--- src/rtl/adder_result_streamer_pkg.sv ---
// Shared constants and FSM state type for the adder result streamer.
package adder_stream_pkg;
  localparam int BYTE_W = 8;
  localparam int IDX_W  = 3;

  typedef enum logic {
    S_IDLE = 1'b0,
    S_SEND = 1'b1
  } stream_state_t;
endpackage

--- src/rtl/adder_result_streamer_if.sv ---
// Byte-wide valid/ready stream carrying the adder result frame.
interface adder_stream_if;
  import adder_stream_pkg::*;

  logic [BYTE_W-1:0] out_data;
  logic              out_valid;
  logic              out_ready;
  logic              out_last;

  modport master (output out_data, output out_valid, output out_last, input out_ready);
  modport slave  (input out_data, input out_valid, input out_last, output out_ready);
endinterface

--- src/rtl/adder_result_streamer_press_lock.sv ---
// Press lock: one trigger per start press; re-armed by the release button.
module press_lock (
  input  logic clk,
  input  logic rst_n,
  input  logic start,
  input  logic release_btn,
  input  logic arm_ok,
  output logic trigger
);
  logic lock;

  // Presses while a frame is running never reach the lock.
  assign trigger = start && !lock && arm_ok;

  // NOTE: state registers use non-blocking assignment so every flop samples pre-edge values.
  always_ff @(posedge clk) begin
    if (!rst_n)           lock <= 1'b0;
    else if (trigger)     lock <= 1'b1;
    else if (release_btn) lock <= 1'b0;
  end
endmodule

--- src/rtl/adder_result_streamer.sv ---
// Snapshots the adder sum on a start press and streams it LSB-first, one byte per transfer.
// Define ADDER_STREAM_CARRY_EN to append the carry-out as a final byte {7'b0, cout}.
// The button port is release_btn because "release" is a reserved SystemVerilog keyword.
module adder_result_streamer
  import adder_stream_pkg::*;
#(
  parameter int NBYTES = 4
) (
  input  logic                     clk,
  input  logic                     rst_n,
  input  logic                     start,
  input  logic                     release_btn,
  input  logic [BYTE_W*NBYTES-1:0] res_in,
  input  logic                     cout_in,
  adder_stream_if.master           stream,
  output logic                     busy,
  output logic [IDX_W-1:0]         byte_idx
);
`ifdef ADDER_STREAM_CARRY_EN
  localparam int FRAME_BYTES = NBYTES + 1;
`else
  localparam int FRAME_BYTES = NBYTES;
`endif
  localparam int             FRAME_W  = BYTE_W * FRAME_BYTES;
  localparam logic [IDX_W-1:0] LAST_IDX = IDX_W'(FRAME_BYTES - 1);

  logic [FRAME_W-1:0] capture, shadow, src;
  stream_state_t      state, state_d;
  logic [IDX_W-1:0]   idx_d;
  logic [BYTE_W-1:0]  data_d;
  logic               valid_d, last_d, arm_ok, trigger;

`ifdef ADDER_STREAM_CARRY_EN
  assign capture = {{(BYTE_W-1){1'b0}}, cout_in, res_in};
`else
  logic unused_cout;
  assign capture     = res_in;
  assign unused_cout = cout_in;
`endif

  assign arm_ok = (state == S_IDLE);
  assign busy   = (state == S_SEND);

  press_lock u_press_lock (
    .clk         (clk),
    .rst_n       (rst_n),
    .start       (start),
    .release_btn (release_btn),
    .arm_ok      (arm_ok),
    .trigger     (trigger)
  );

  // NOTE: every always_comb output gets a default first so no path can infer a latch.
  always_comb begin
    state_d = state;
    idx_d   = byte_idx;
    src     = shadow;
    case (state)
      S_IDLE: if (trigger) begin
        state_d = S_SEND;
        idx_d   = '0;
        src     = capture;  // shadow loads on this same edge, so byte 0 comes straight from the input
      end
      S_SEND: if (stream.out_ready) begin
        if (byte_idx == LAST_IDX) begin
          state_d = S_IDLE;
          idx_d   = '0;
        end else begin
          idx_d = byte_idx + 1'b1;
        end
      end
      default: state_d = S_IDLE;
    endcase
    valid_d = (state_d == S_SEND);
    data_d  = valid_d ? src[BYTE_W*idx_d +: BYTE_W] : '0;
    last_d  = valid_d && (idx_d == LAST_IDX);
  end

  // NOTE: the shadow is a plain register, so it is reset along with the control state.
  always_ff @(posedge clk) begin
    if (!rst_n) begin
      state            <= S_IDLE;
      shadow           <= '0;
      byte_idx         <= '0;
      stream.out_data  <= '0;
      stream.out_valid <= 1'b0;
      stream.out_last  <= 1'b0;
    end else begin
      state            <= state_d;
      byte_idx         <= idx_d;
      stream.out_data  <= data_d;
      stream.out_valid <= valid_d;
      stream.out_last  <= last_d;
      if (trigger) shadow <= capture;
    end
  end
endmodule

--- src/flat_wrapper.sv ---
// flat-port wrapper written by rule: the top's interface ports become plain ports
module adder_result_streamer_flat import adder_stream_pkg::*;
#(
  parameter int NBYTES = 4
)
  (clk, rst_n, start, release_btn, res_in, cout_in, busy, byte_idx, stream_out_data, stream_out_valid, stream_out_last, stream_out_ready);
  adder_stream_if stream_i ();
  input  logic clk;
  input  logic rst_n;
  input  logic start;
  input  logic release_btn;
  input  logic [BYTE_W*NBYTES-1:0] res_in;
  input  logic cout_in;
  output logic busy;
  output logic [IDX_W-1:0] byte_idx;
  output wire logic [$bits(stream_i.out_data)-1:0] stream_out_data;
  output wire logic [$bits(stream_i.out_valid)-1:0] stream_out_valid;
  output wire logic [$bits(stream_i.out_last)-1:0] stream_out_last;
  input wire logic [$bits(stream_i.out_ready)-1:0] stream_out_ready;
  assign stream_out_data = stream_i.out_data;
  assign stream_out_valid = stream_i.out_valid;
  assign stream_out_last = stream_i.out_last;
  assign stream_i.out_ready = stream_out_ready;
  adder_result_streamer #(.NBYTES(NBYTES)) u_core (.clk(clk), .rst_n(rst_n), .start(start), .release_btn(release_btn), .res_in(res_in), .cout_in(cout_in), .stream(stream_i), .busy(busy), .byte_idx(byte_idx));
endmodule
--- config.mk ---
export PLATFORM = sky130hd
export DESIGN_NAME = adder_result_streamer_flat
export DESIGN_NICKNAME = d
export VERILOG_FILES = /design/src/rtl/adder_result_streamer_pkg.sv /design/src/rtl/adder_result_streamer_if.sv /design/src/rtl/adder_result_streamer_press_lock.sv /design/src/rtl/adder_result_streamer.sv /design/src/flat_wrapper.sv
export SDC_FILE = /design/constraint.sdc
export NUM_CORES = 1
export LEC_CHECK = 0
export ABC_AREA = 1
export CORE_MARGIN = 8
export CORE_UTILIZATION = 37
export CTS_CLUSTER_DIAMETER = 100
export CTS_CLUSTER_SIZE = 20
export DETAILED_ROUTE_END_ITERATION = 8
export DONT_BUFFER_PORTS = 1
export GPL_TIMING_DRIVEN = 0
export SLEW_MARGIN = 20
export SYNTH_ARGS = -nofsm -noshare
export SYNTH_HDL_FRONTEND = slang
export SYNTH_SLANG_ARGS = --single-unit
export TNS_END_PERCENT = 20
--- constraint.sdc ---
create_clock -name clk -period 1.4 [get_ports clk]
set_clock_uncertainty 0.2 [all_clocks]
set_input_delay 0.28 -clock clk [delete_from_list [all_inputs] [get_ports clk]]
set_output_delay 0.28 -clock clk [all_outputs]
set_load 0.1 [all_outputs]
## Word level (Yosys, flattened, before mapping)

Index checks and enable logic that the tools add are counted.

- Logic and storage cells: 29
- Output and inout bits: 14
- Register bits after elaboration: 46
- Bits of input ports: 38

- Equality and inequality tests: 2
- Bitwise logic cells: 1
- Mux-type cells: 12
- Shift-type cells: 1
- Add/sub/neg operators: 1
- Reductions and logical operators: 6

Operators with widths:

| kind | count |
|---|---|
| 2-to-1 mux 32 bit | 2 |
| variable part select 32 x 7 -> 8 bit | 1 |
| 2-to-1 mux 3 bit | 3 |
| == test 3 x 2 -> 1 bit (second input constant) | 2 |
| one-hot mux 3 bit (2 select lines) | 1 |
| 2-to-1 mux 1 bit | 5 |
| adder 3 x 1 -> 3 bit (second input constant) | 1 |
| logical AND 1 bit | 3 |
| one-hot mux 1 bit (2 select lines) | 1 |
| AND reduction 2 bit | 1 |
| nonzero test 2 bit | 1 |
| logical NOT 1 bit | 1 |
| inverter 1 bit | 1 |

## Depth between registers and ports, before layout

- Word-level depth: 7
- Depth in mapped cells: 10
- Gate-level depth less buffers: 9

## Cells and area by module

From an unflattened synthesis, not the netlist that was laid out.

- Cells, all modules: 391
- Area, all modules: 2,452.4 um2

By module, submodules not included:

| module | cells an instance | times used | area each (um2) | seq. area each (um2) |
|---|---|---|---|---|
| adder_result_streamer | 383 | 1 | 2,394.8 | 900.9 |
| press_lock | 8 | 1 | 57.6 | 20.0 |

## Worst setup path before layout

No wires, ideal clock.

- Path kind: register to register
- From: reg u_core.byte_idx[0]
- To: reg u_core.stream.out_data[6]
- Setup time: 0.114 ns
- Cell stages (with the launch flop): 11
- Period minus slack after synthesis: 2.256 ns
- Required time: 1.086 ns
- Path slack: -0.856 ns
- Path buffers: 1
- Arrival: 1.942 ns
- Cells stage by stage: dfxtp_1 -> ha_1 -> nand3_1 -> nand2_1 -> nand2_1 -> nand2_1 -> inv_1 -> and2_1 -> buf_2 -> nand2_1 -> nor2_2

- Cells in the longest elaborated chain, start to end: 5
- Elaborated cells between the ends (all ways): 11
- Classes of those cells: 1 x add/sub; 1 x eq/ne; 1 x shift; 7 x mux; 1 x reduce/logical

Ends and longest elaborated chain:

| item | RTL line | text |
|---|---|---|
| from (decl) | adder_result_streamer.sv:17 | `output logic [IDX_W-1:0] byte_idx` |
| from (signal assigned) | adder_result_streamer.sv:90 | `byte_idx <= idx_d;` |
| adder 3 x 1 -> 3 bit / == test 3 x 2 -> 1 bit (equally long branches) | adder_result_streamer.sv:69, adder_result_streamer.sv:65 |  |
| 2-to-1 mux 3 bit / 2-to-1 mux 1 bit (equally long branches) | adder_result_streamer.sv:65 | `if (byte_idx == LAST_IDX) begin` |
| 2-to-1 mux 3 bit / 2-to-1 mux 1 bit (equally long branches) | adder_result_streamer.sv:64 | `S_SEND: if (stream.out_ready) begin` |
| one-hot mux 3 bit (2 select lines) / one-hot mux 1 bit (2 select lines) (equally long branches) | adder_result_streamer.sv:58 | `case (state)` |
| variable part select 32 x 7 -> 8 bit / AND reduction 2 bit (equally long branches) | - |  |
| to (signal assigned) | adder_result_streamer.sv:91 | `stream.out_data <= data_d;` |
| to (decl) | adder_result_streamer_if.sv:10 | `modport master (output out_data, output out_valid, output out_last, input out_ready);` |

Parallel ways exist; a longest one is shown, timed or not.
A chain may end at the register's enable or synchronous reset.

## Worst setup path after layout

- From: reg u_core.byte_idx[0]
- To: reg u_core.stream.out_data[2]

Same word-level chain as after synthesis.

==> impl_metrics.csv <==
group,metric,value,unit
run_status,outcome,"complete, but fails checks",
run_status,violations,"negative hold slack, negative setup slack",
worst_setup_path,start_kind,"flip-flop",
logic_synthesis,synth_area_per_cell,7.056,sq um
cells_and_area,nFillCells,497,
timing,relSlewSlack,0.6263,
worst_setup_path,worstPathRequired,1400,ps
logic_synthesis,synth_cells,305,
worst_setup_path,critPathTopFamily,"flip-flops",
placed_design,gp_congestion,0.8248,
logic_synthesis,synth-compound-area-share,0.09767,
cells_and_area,final_cell_area,3283,sq um
global_routing,grt_overflow,0,
run,maxCapViolations,0,
cells_and_area,layout_common_cells,"nand2_1, dfxtp_1, nand2_2, dlygate4sd3_1, nor2_1",
timing,layout_setup_ws,-398.4,ps
cts,worstSkewPairLatency,300,ps
die,initial_utilization,0.3861,
die,core,5574,sq um
die,die_width,92.27,um
cells_and_area,final_common_cell,"nand2_1",
cells_and_area,fin_nets,400,
worst_setup_path,slowest_delay,570,ps
global_routing,grt_pass1_vias,2018,
timing,holdWs,-4.118,ps
timing,drv_slew,0,
placed_design,dp_slack,-482.4,ps
worst_setup_path,arrival,1800,ps
worst_setup_path,crit_type,"reg -> reg",
hold_path,hp-start,"res_in[16]",
worst_setup_path,r2r-start,"u_core.byte_idx[0]",
logic_synthesis,synth_area,2152,sq um
logic_synthesis,synth-seq-cells,46,
die,row_count,27,
logic_synthesis,synthSimpleGateAreaFrac,0.3500,
drt,routedWlPerCell,14.77,um
cells_and_area,final_cells,434,
power,p_int,2.390,mW
global_routing,grt_max_degree,14,
timing,final_hold_viol_count,1,
logic_synthesis,ys_types,26,
power,powerDensity,1093,nW/um^2
cts,cts_inserted_buffers,5,
worst_setup_path,path_buf_inv,1,
cts,cts.sinks,46,
drt,dr.pass1.iters,4,
cts,cts_max_path_buffers,2,
logic_synthesis,synth_warnings,0,
worst_setup_path,crit_fanout,9,
power,p_sw,1.199,mW
cts,path_clk_slew,80,ps
logic_synthesis,syn_nets,344,
global_routing,track_usage,0.1446,
worst_setup_path,worstSetupEndpointType,"flip-flop",
worst_setup_path,crit_start,"u_core.byte_idx[0]",
timing,max_freq,0.5561,GHz
cts,cts_tree,"done",
cells_and_area,drive_above_1_share,0.3950,
power,clkPwrFrac,0.274,
power,seq_power_share,0.449,
cts,clock-root-buffer,"clkbuf_8",
power,peakVddDrop,0.0006559,V
logic_synthesis,synth_xor_area_frac,0,
logic_synthesis,seq_area_frac_synth,0.4279,
timing,tightest_slew,560.5,ps
placed_design,place.port_buffers,0,
power,cellLeakagePower,1.456,nW
cells_and_area,final_util,0.5890,
die,die_y,92.27,um
die,dieArea,8513,sq um
drt,drt-vias-per-instance,4.850,
global_routing,antenna_found_initial,0,
drt,drc,0,
worst_setup_path,slowest_stage,"dfxtp_4",
placed_design,place_area,2292,sq um
cells_and_area,diodes,0,
die,ios,52,
worst_setup_path,path_cells,"ha_4 -> o211ai_4 -> buf_12 -> nand3_1 -> nand2_2 -> nor2_4",
drt,postRouteAntennaNets,0,
drt,via_count,2105,
placed_design,dp.final_hpwl,4.096,mm
hold_path,hold_path_class,"in -> reg",
power,switching_share,0.3340,
global_routing,grt_pass1_wl,9.922,mm
timing,finalCritPeriodShare,1.285,
timing,layout_min_cycle_time,1798,ps
logic_synthesis,muxShareOfSynthArea,0,
cells_and_area,areaGrowthSynthToFinish,52.56,%
placed_design,dp_cells,377,
cts,ctsHtreeMaxLevel,2,
timing,setup_viol,48,
timing,grt_setup_unrepaired,"true",
logic_synthesis,synth-adder-area-share,0.005814,
power,p_comb_frac,0.277,
logic_synthesis,synth_top_family_by_area,"simple AND/OR/NAND/NOR gates",
drt,routed_wl,6.412,mm
drt,drtIter0Drc,116,
[power by group through the flow]
stage | combinational [mW] | clock (mW) | sequential, mW
5_1_grt | 1.08 | 1.06 | 1.62
2_1_floorplan | 0.499 | 0 | 1.63
3_3_place_gp | 0.607 | 0 | 1.64
4_1_cts | 0.769 | 0.985 | 1.61
6_report | 0.993 | 0.984 | 1.61
3_5_place_dp | 0.612 | 0 | 1.64
[cells in the mapped netlist, drive strengths merged]
library cell,n,area [sq um]
o211ai,2,33.78
a21oi,21,105.1
o21ai,12,71.32
buf,12,127.6
ha,1,12.51
nand3,43,227.7
dfxtp,46,920.9
clkbuf,5,18.77
nor2,41,156.4
or2,1,6.260
nand2,90,350.3
and2,1,6.260
nand4,1,6.260
inv,29,108.9
[flip-flops by register name, summed over array words and instances (netlist names)]
name,flops
u_core.shadow,32
u_core.byte_idx,3
u_core.stream.out_data,8
u_core.u_press_lock.lock,1
u_core.busy,1
u_core.stream.out_last,1
[worst paths after layout]
check | end | slack (ps) | depth (start not counted)
max | u_core.stream.out_data[2] | -400 | 6
min | u_core.shadow[16] | -4 | 4
max reg2reg | u_core.stream.out_data[2] | -400 | 6
min reg2reg | u_core.shadow[2] | 260 | 2
[what timing repair did]
| item | 4_1_cts | 5_1_grt |
|---|---|---|
| pin swaps | 23 | 35 |
| hold buffers | 31 | 0 |
| setup endpoints to repair | 55 | 52 |
| endpoints found under the hold margin | 31 | 0 |
| gates resized for setup | 35 | 81 |
| setup buffers | 8 | 7 |
| gates cloned | 0 | 4 |
[cell families (layout without fill, tap and decap cells)]
| family | after synthesis | count (layout) |
|---|---|---|
| DFF | 46 | 46 |
| buffers and inverters | 46 | 103 |
| AOI/OAI and AO/OA | 35 | 35 |
| adders and majority gates | 1 | 1 |
| and+or+nand+nor | 177 | 177 |
[final cells by class]
type / count / area [sq um] / area share
sequential: 46 / 967.2 / 0.2946
inverter: 29 / 116.4 / 0.03544
timing repair buffer: 50 / 554.3 / 0.1688
buffer: 16 / 175.2 / 0.05335
multi-input combinational: 213 / 1274 / 0.3880
clock inverter: 1 / 30.03 / 0.009146
clock buffer: 7 / 76.32 / 0.02325
tap: 72 / 90.09 / 0.02744
[layer usage]
metal	up-vias	wire, um	global-route usage
li1	1077	-	-
met1	967	2868	0.1795
met2	52	3113	0.2336
met3	9	336	0.03993
met4	0	93	0.05101
met5	-	0	0
[worst min-delay path: cells and delay by family]
kind | cells | cell delay (ps)
and+or+nand+nor | 1 | 30
buffers and inverters | 2 | 90
AOI/OAI and AO/OA | 1 | 60
[metrics by stage]
step,power [mW],setup TNS (ps)
2_1_floorplan,2.126,-3862
3_3_place_gp,2.242,-8937
3_5_place_dp,2.251,-9014
4_1_cts,3.365,-9160
5_1_grt,3.761,-11880
6_report,3.588,-8766
(Power assumes the default switching activity.)
